File: src/rtl/instr_fetch.sv
// Instruction fetch stage: reads program memory at the current PC, buffers one
// fetched word and offers it to decode. Advances the PC on every accepted word
// and loads it on a redirect, discarding whatever fetch was in flight.
//
// Handshake: a word moves to decode on a cycle where instr_valid and instr_ready
// are both 1. instr_valid does not wait for instr_ready. instr_valid,
// instr_data and instr_pc hold steady until the word moves or a redirect
// arrives. A redirect in the same cycle cancels the move.
module instr_fetch #(
  parameter int ADDR_W = 3,
  parameter int DATA_W = 8
) (
  input  logic              clk,
  input  logic              rstn,
  input  logic              en,
  input  logic [ADDR_W-1:0] pc_in,
  output logic              pc_inc,
  output logic              pc_load,
  output logic [ADDR_W-1:0] pc_load_val,
  output logic              mem_en,
  output logic [ADDR_W-1:0] mem_addr,
  input  logic [DATA_W-1:0] mem_rdata,
  output logic              instr_valid,
  input  logic              instr_ready,
  output logic [DATA_W-1:0] instr_data,
  output logic [ADDR_W-1:0] instr_pc,
  input  logic              redirect_valid,
  input  logic [ADDR_W-1:0] redirect_pc,
  output logic [1:0]        dbg_state
);

  typedef enum logic [1:0] {
    S_IDLE = 2'd0,
    S_REQ  = 2'd1,
    S_WAIT = 2'd2,
    S_HOLD = 2'd3
  } state_t;

  state_t            state;
  logic [ADDR_W-1:0] addr_q;

  // A redirect suppresses the read strobe: that read would be dropped anyway.
  assign mem_en      = (state == S_REQ) && !redirect_valid;
  assign mem_addr    = pc_in;
  // The PC advances only for a completed handshake that a redirect did not cancel.
  assign pc_inc      = (state == S_HOLD) && instr_ready && !redirect_valid;
  // Gated with rstn so that no load is requested while reset is held.
  assign pc_load     = redirect_valid && rstn;
  assign pc_load_val = redirect_pc;
  assign dbg_state   = state;

  // Fetch sequencer with the output buffer; a redirect overrides every state.
  always_ff @(posedge clk or negedge rstn) begin
    if (!rstn) begin
      state       <= S_IDLE;
      addr_q      <= '0;
      instr_valid <= 1'b0;
      instr_data  <= '0;
      instr_pc    <= '0;
    end else if (redirect_valid) begin
      instr_valid <= 1'b0;
      if (state == S_IDLE) state <= en ? S_REQ : S_IDLE;
      else                 state <= S_REQ;
    end else begin
      case (state)
        S_IDLE: if (en) state <= S_REQ;
        S_REQ: begin
          addr_q <= pc_in;
          state  <= S_WAIT;
        end
        S_WAIT: begin
          instr_data  <= mem_rdata;
          instr_pc    <= addr_q;
          instr_valid <= 1'b1;
          state       <= S_HOLD;
        end
        S_HOLD: begin
          if (instr_ready) begin
            instr_valid <= 1'b0;
            state       <= en ? S_REQ : S_IDLE;
          end
        end
        default: state <= S_IDLE;
      endcase
    end
  end

endmodule

File: config.mk
export PLATFORM = sky130hd
export DESIGN_NAME = instr_fetch
export DESIGN_NICKNAME = d
export VERILOG_FILES = /design/src/rtl/instr_fetch.sv
export SDC_FILE = /design/constraint.sdc
export NUM_CORES = 1
export LEC_CHECK = 0
export BUFFER_PORTS_ARGS = -buffer_cell sky130_fd_sc_hd__buf_2
export CORE_ASPECT_RATIO = 1.4
export CORE_UTILIZATION = 41
export DETAILED_ROUTE_END_ITERATION = 10
export PLACE_DENSITY = 0.79
export SLEW_MARGIN = 20
export SYNTH_ARGS = -nofsm -noshare
export SYNTH_HDL_FRONTEND = slang
export SYNTH_SLANG_ARGS = --single-unit
File: constraint.sdc
create_clock -name clk -period 1.5 [get_ports clk]
set_clock_uncertainty 0.1 [all_clocks]
set_input_delay 0 -clock clk [delete_from_list [all_inputs] [get_ports clk]]
set_output_delay 0 -clock clk [all_outputs]
set_load 0.005 [all_outputs]
* Yosys cells after proc, flatten, opt, wreduce, memory -nomap -nowiden
Index checks and enable logic that the tools add are counted.
** Storage, ports and cells
- Register bits after elaboration :: 17
** Cells by class
- Multiplexer cells :: 9
- Bitwise gates (word level) :: 1
- Eq/ne operators :: 5
- Reduce and logical (&&, ||, !) cells :: 11
** Operators with widths (count)
- 2-bit case mux with 4 select lines :: 1
- 2-bit AND reduction :: 4
- 2-bit 2-to-1 mux :: 3
- 3-bit != test (second input constant) :: 2
- 2-bit equality test (second input constant) :: 2
- 1-bit logical AND :: 4
- 1-bit 2-to-1 mux :: 4
- 3-bit nonzero test :: 1
- 2-bit by 1-bit equality test with 1-bit output (second input constant) :: 1
- 2-bit zero test :: 1
- 1-bit case mux with 2 select lines :: 1
- 1-bit zero test :: 1
- 1-bit inverter :: 1

* Logic depth before layout (Yosys ltp)
- Depth after elaboration :: 4
- Depth in mapped cells :: 5
- Gate-level depth less buffers :: 5

* Worst setup path after synthesis
Ideal clock, no wire load.
- Path type :: flip-flop to flip-flop
- Start point :: register state[0] (netlist: dbg_state[0])
- End point :: register instr_data[0]
- Required time :: 1275 ps
- Period minus slack after synthesis :: 1577 ps
- Setup slack :: -77 ps
- Setup time :: 125 ps
- Stages on the path, launching flop included :: 6
- Buffers on the path :: 1
- Arrival :: 1352 ps
- Cells stage by stage :: dfrtp_1 -> inv_1 -> ha_1 -> nor2b_4 -> buf_8 -> mux2_4
** Between the ends
- Word-level cells in the longest chain between the ends :: 2
** Ends and longest elaborated chain
- start: declaration :: RTL line 39 : state_t state;
- start signal: assignment :: RTL line 62 : if (state == S_IDLE) state <= en ? S_REQ : S_IDLE;
- start signal: assignment :: RTL line 80 : state <= en ? S_REQ : S_IDLE;
- 2-bit equality test :: RTL line 65 : case (state)
- 2-bit AND reduction (no source line)
- end signal: assignment :: RTL line 72 : instr_data <= mem_rdata;
- end: declaration :: RTL line 25 : output logic [DATA_W-1:0] instr_data,
No other way between the ends.
A chain may end at the register's enable or synchronous reset.

* Worst setup path after layout
- Start point :: register state[0] (netlist: dbg_state[0])
- End point :: register state[0] (netlist: dbg_state[0])
** Between the ends
- Word-level cells in the longest chain between the ends :: 3
** Ends and longest elaborated chain (RTL line)
- 2-bit equality test, or another cell as far along :: 65
- 2-bit case mux with 4 select lines, or another cell as far along :: 65
- 2-bit 2-to-1 mux or 2-bit AND reduction (tied branches)
Parallel ways exist; a longest one is shown, timed or not.

==> key figures <==
Outcome
  • Status: finished, violations left
  • Failing checks: setup timing

Global route
  • Largest net degree at the start of global routing: 18
  • Gr usage total: 0.173
  • Vias in the first global route: 695
  • Total gr overflow: 0
  • Global-route wire length before repair: 3170 um
  • Initial antenna violation count: 0

Power
  • PwrDens: 1620 mW/mm2
  • VDD IR max: 1040 uV
  • Static Leak: 0.654 nW
  • Tot Pwr: 2.21 mW

STA
  • Worst-margin pin slew: 0.305 ns
  • RSZ-0062 raised after global routing: true
  • Final hold vios: 0
  • Count of final max-slew check failures: 0
  • Worst slew margin: 0.797
  • Final Hold Slack: 0.0883 ns
  • Part of the cycle the worst path needs: 1.00
  • Setup violations, final: 1
  • FMAX: 664 MHz
  • Setup tns final: -0.00575 ns
  • Min cycle time layout: 1.51 ns
  • Fin worst setup slack: -0.00575 ns

Clock tree
  • Clock buffers created by TritonCTS: 3
  • Clock transition at path regs: 0.09 ns
  • Clk sinks: 17
  • Skew-Pair Late Insertion Delay: 0.28 ns
  • H-tree depth: 1
  • Max clock buf depth: 2
  • Clock tree root driver cell: clkbuf_4
  • TritonCTS clock tree: done

Layout
  • Final non-filler cell total: 140
  • Post-route cell area: 0.00137 mm2
  • Layout Nets: 145
  • Core Util, Final: 0.676
  • # diodes: 0
  • Layout cells sized above 1: 0.563
  • Area growth syn-to-layout: 50.7%

Floorplanning
  • Die W: 41.7 um
  • Die area: 0.00240 mm2
  • Core Footprint: 0.00202 mm2
  • # rows: 19
  • Initial Utilization: 0.448
  • Die Y: 57.6 um
  • Top Ports: 42

Routing
  • Initial DRC Count: 12
  • First-pass DRT Iterations: 4
  • Vias/cell: 4.81
  • Antenna Nets Post-Route: 0
  • Drt wl/cell: 13.7 um
  • Vias: 673
  • Post-route DRC violation count: 0
  • Post-Route WL: 1920 um

Critical path
  • Req. time, crit path: 1.55 ns
  • Crit start category: register
  • Crit path kind: reg -> reg
  • Critical path fanouts, max: 4
  • Worst Path Arrival: 1.56 ns
  • Worst setup EP type: register

Logic synthesis
  • Largest family of logic cells by synthesized area: multiplexers
  • Mapped Nets: 90
  • Gate Count Post-Synth: 65
  • Dominant cell type by area after synthesis: dfrtp_1
  • Flops & latches, synth: 17
  • Mapped Area: 906 um2
  • Synth top area cells: dfrtp_1 47%, mux2_4 17%, ha_1 8.3%
  • Ys Warns: 0
  • Fraction of registers with async set/reset: 1.00
  • Synth top cells by count: 17 x dfrtp_1, 10 x mux2_4, 6 x buf_4, 6 x ha_1, 4 x mux2_1
  • Post-synthesis mux area share: 0.215
  • Avg Cell Area, Syn: 13.9 um2
  • Post-synthesis compound-gate area fraction: 0.0594
  • Post-synth top area share: 0.470
  • Xor/xnor cell area share of the yosys netlist: 0
  • Ys flop type: dfrtp_1
  • Library cells used by synthesis: 22
  • Seq/Total Area, Yosys: 0.470
  • Synth Area in Simple Gates: 0.0856
  • Number of synthesized flops with an enable pin: 0
  • Adder-Cell Fraction of Synth Area: 0.0829
  • Most common cell in the netlist: dfrtp_1

Place
  • RD Place Congestion: 0.751
  • Placed Cells: 117
  • Post-Place Setup Slack: -0.0277 ns
  • Area after DPL: 0.00109 mm2
  • IO buf count: 35
  • DP HPWL: 1220 um

Run
  • Max Cap Violations: 0

Min path
  • Worst Hold Class: in -> reg
[cells by family after synthesis]
kind of cell | count (synthesis)
buffers and inverters | 10
multiplexers | 14
flip-flops | 17
adder cells (fa/ha/maj) | 6
AND/OR/NAND/NOR | 11
AO/OA/AOI/OAI | 7
[per-layer routing]
layer,track usage,routed length [um],part of all wire,vias up
met5,0,0,0,-
met2,0.310,1090,0.57,27
met3,0.0343,94,0.049,0
met4,0.0553,0,0,0
met1,0.206,739,0.39,318
li1,-,-,-,328
[sequential cells by signal, indices dropped and copies added, names as in the netlist]
register     count
instr_data       8
addr_q           3
instr_pc         3
dbg_state        2
instr_valid      1
[power by group]
| part | internal, mW | switching, mW | total, mW | leakage [nW] |
|---|---|---|---|---|
| Combinational | 0.709 | 0.452 | 1.16 | 0.435 |
| Clock | 0.103 | 0.127 | 0.231 | 0.0150 |
| Sequential | 0.685 | 0.137 | 0.822 | 0.205 |
| Total | 1.50 | 0.717 | 2.21 | 0.654 |
[final timing paths]
check	start	endpoint	slack [ns]	depth (start not counted)
worst max register to register	dbg_state[0]$_DFFE_PN0P_	dbg_state[0]$_DFFE_PN0P_	-0.006	5
worst max-delay path	dbg_state[0]$_DFFE_PN0P_	dbg_state[0]$_DFFE_PN0P_	-0.006	5
worst min register to register	addr_q[2]$_DFFE_PN0P_	addr_q[2]$_DFFE_PN0P_	0.40	1
min in group asynchronous	rstn	instr_data[0]$_DFFE_PN0P_	0.12	3
worst min-delay path	en	dbg_state[0]$_DFFE_PN0P_	0.09	4
max in group asynchronous	rstn	dbg_state[1]$_DFFE_PN0P_	0.98	3
[cell usage in the layout, fill, tap and decap left out, drive strengths merged]
cell / n
a2111oi: 1
a211oi: 1
a21oi: 2
and2: 1
and3: 1
buf: 40
clkbuf: 4
dfrtp: 17
dlygate4sd3: 18
ha: 6
inv: 2
mux2: 14
nand2: 1
nand2b: 1
nand3b: 1
nor2: 2
nor2b: 4
o21ai: 1
o21bai: 1
o32ai: 1
[layout make-up]
type	count	area (um2)
Inverter	2	7.51
Fill cell	153	656
Multi-Input combinational cell	38	469
Timing Repair Buffer	58	409
Tap cell	21	26.3
Clock buffer	4	26.3
Sequential cell	17	427
[worst max-delay path, cell delays in order (launching register included)]
cell and delay [ns]:
dfrtp_1 0.42, inv_2 0.08, buf_6 0.14, ha_4 0.16
a2111oi_4 0.36, o32ai_2 0.12
[repair_timing]
action,4_1_cts,5_1_grt
setup endpoints to repair,10,16
buffers inserted,1,0
hold buffers,18,0
cloned,0,0
hold endpoints to repair,34,0
gates resized for setup,5,9
pin swaps,2,2
No activity file was read; power rests on OpenSTA's default activity.
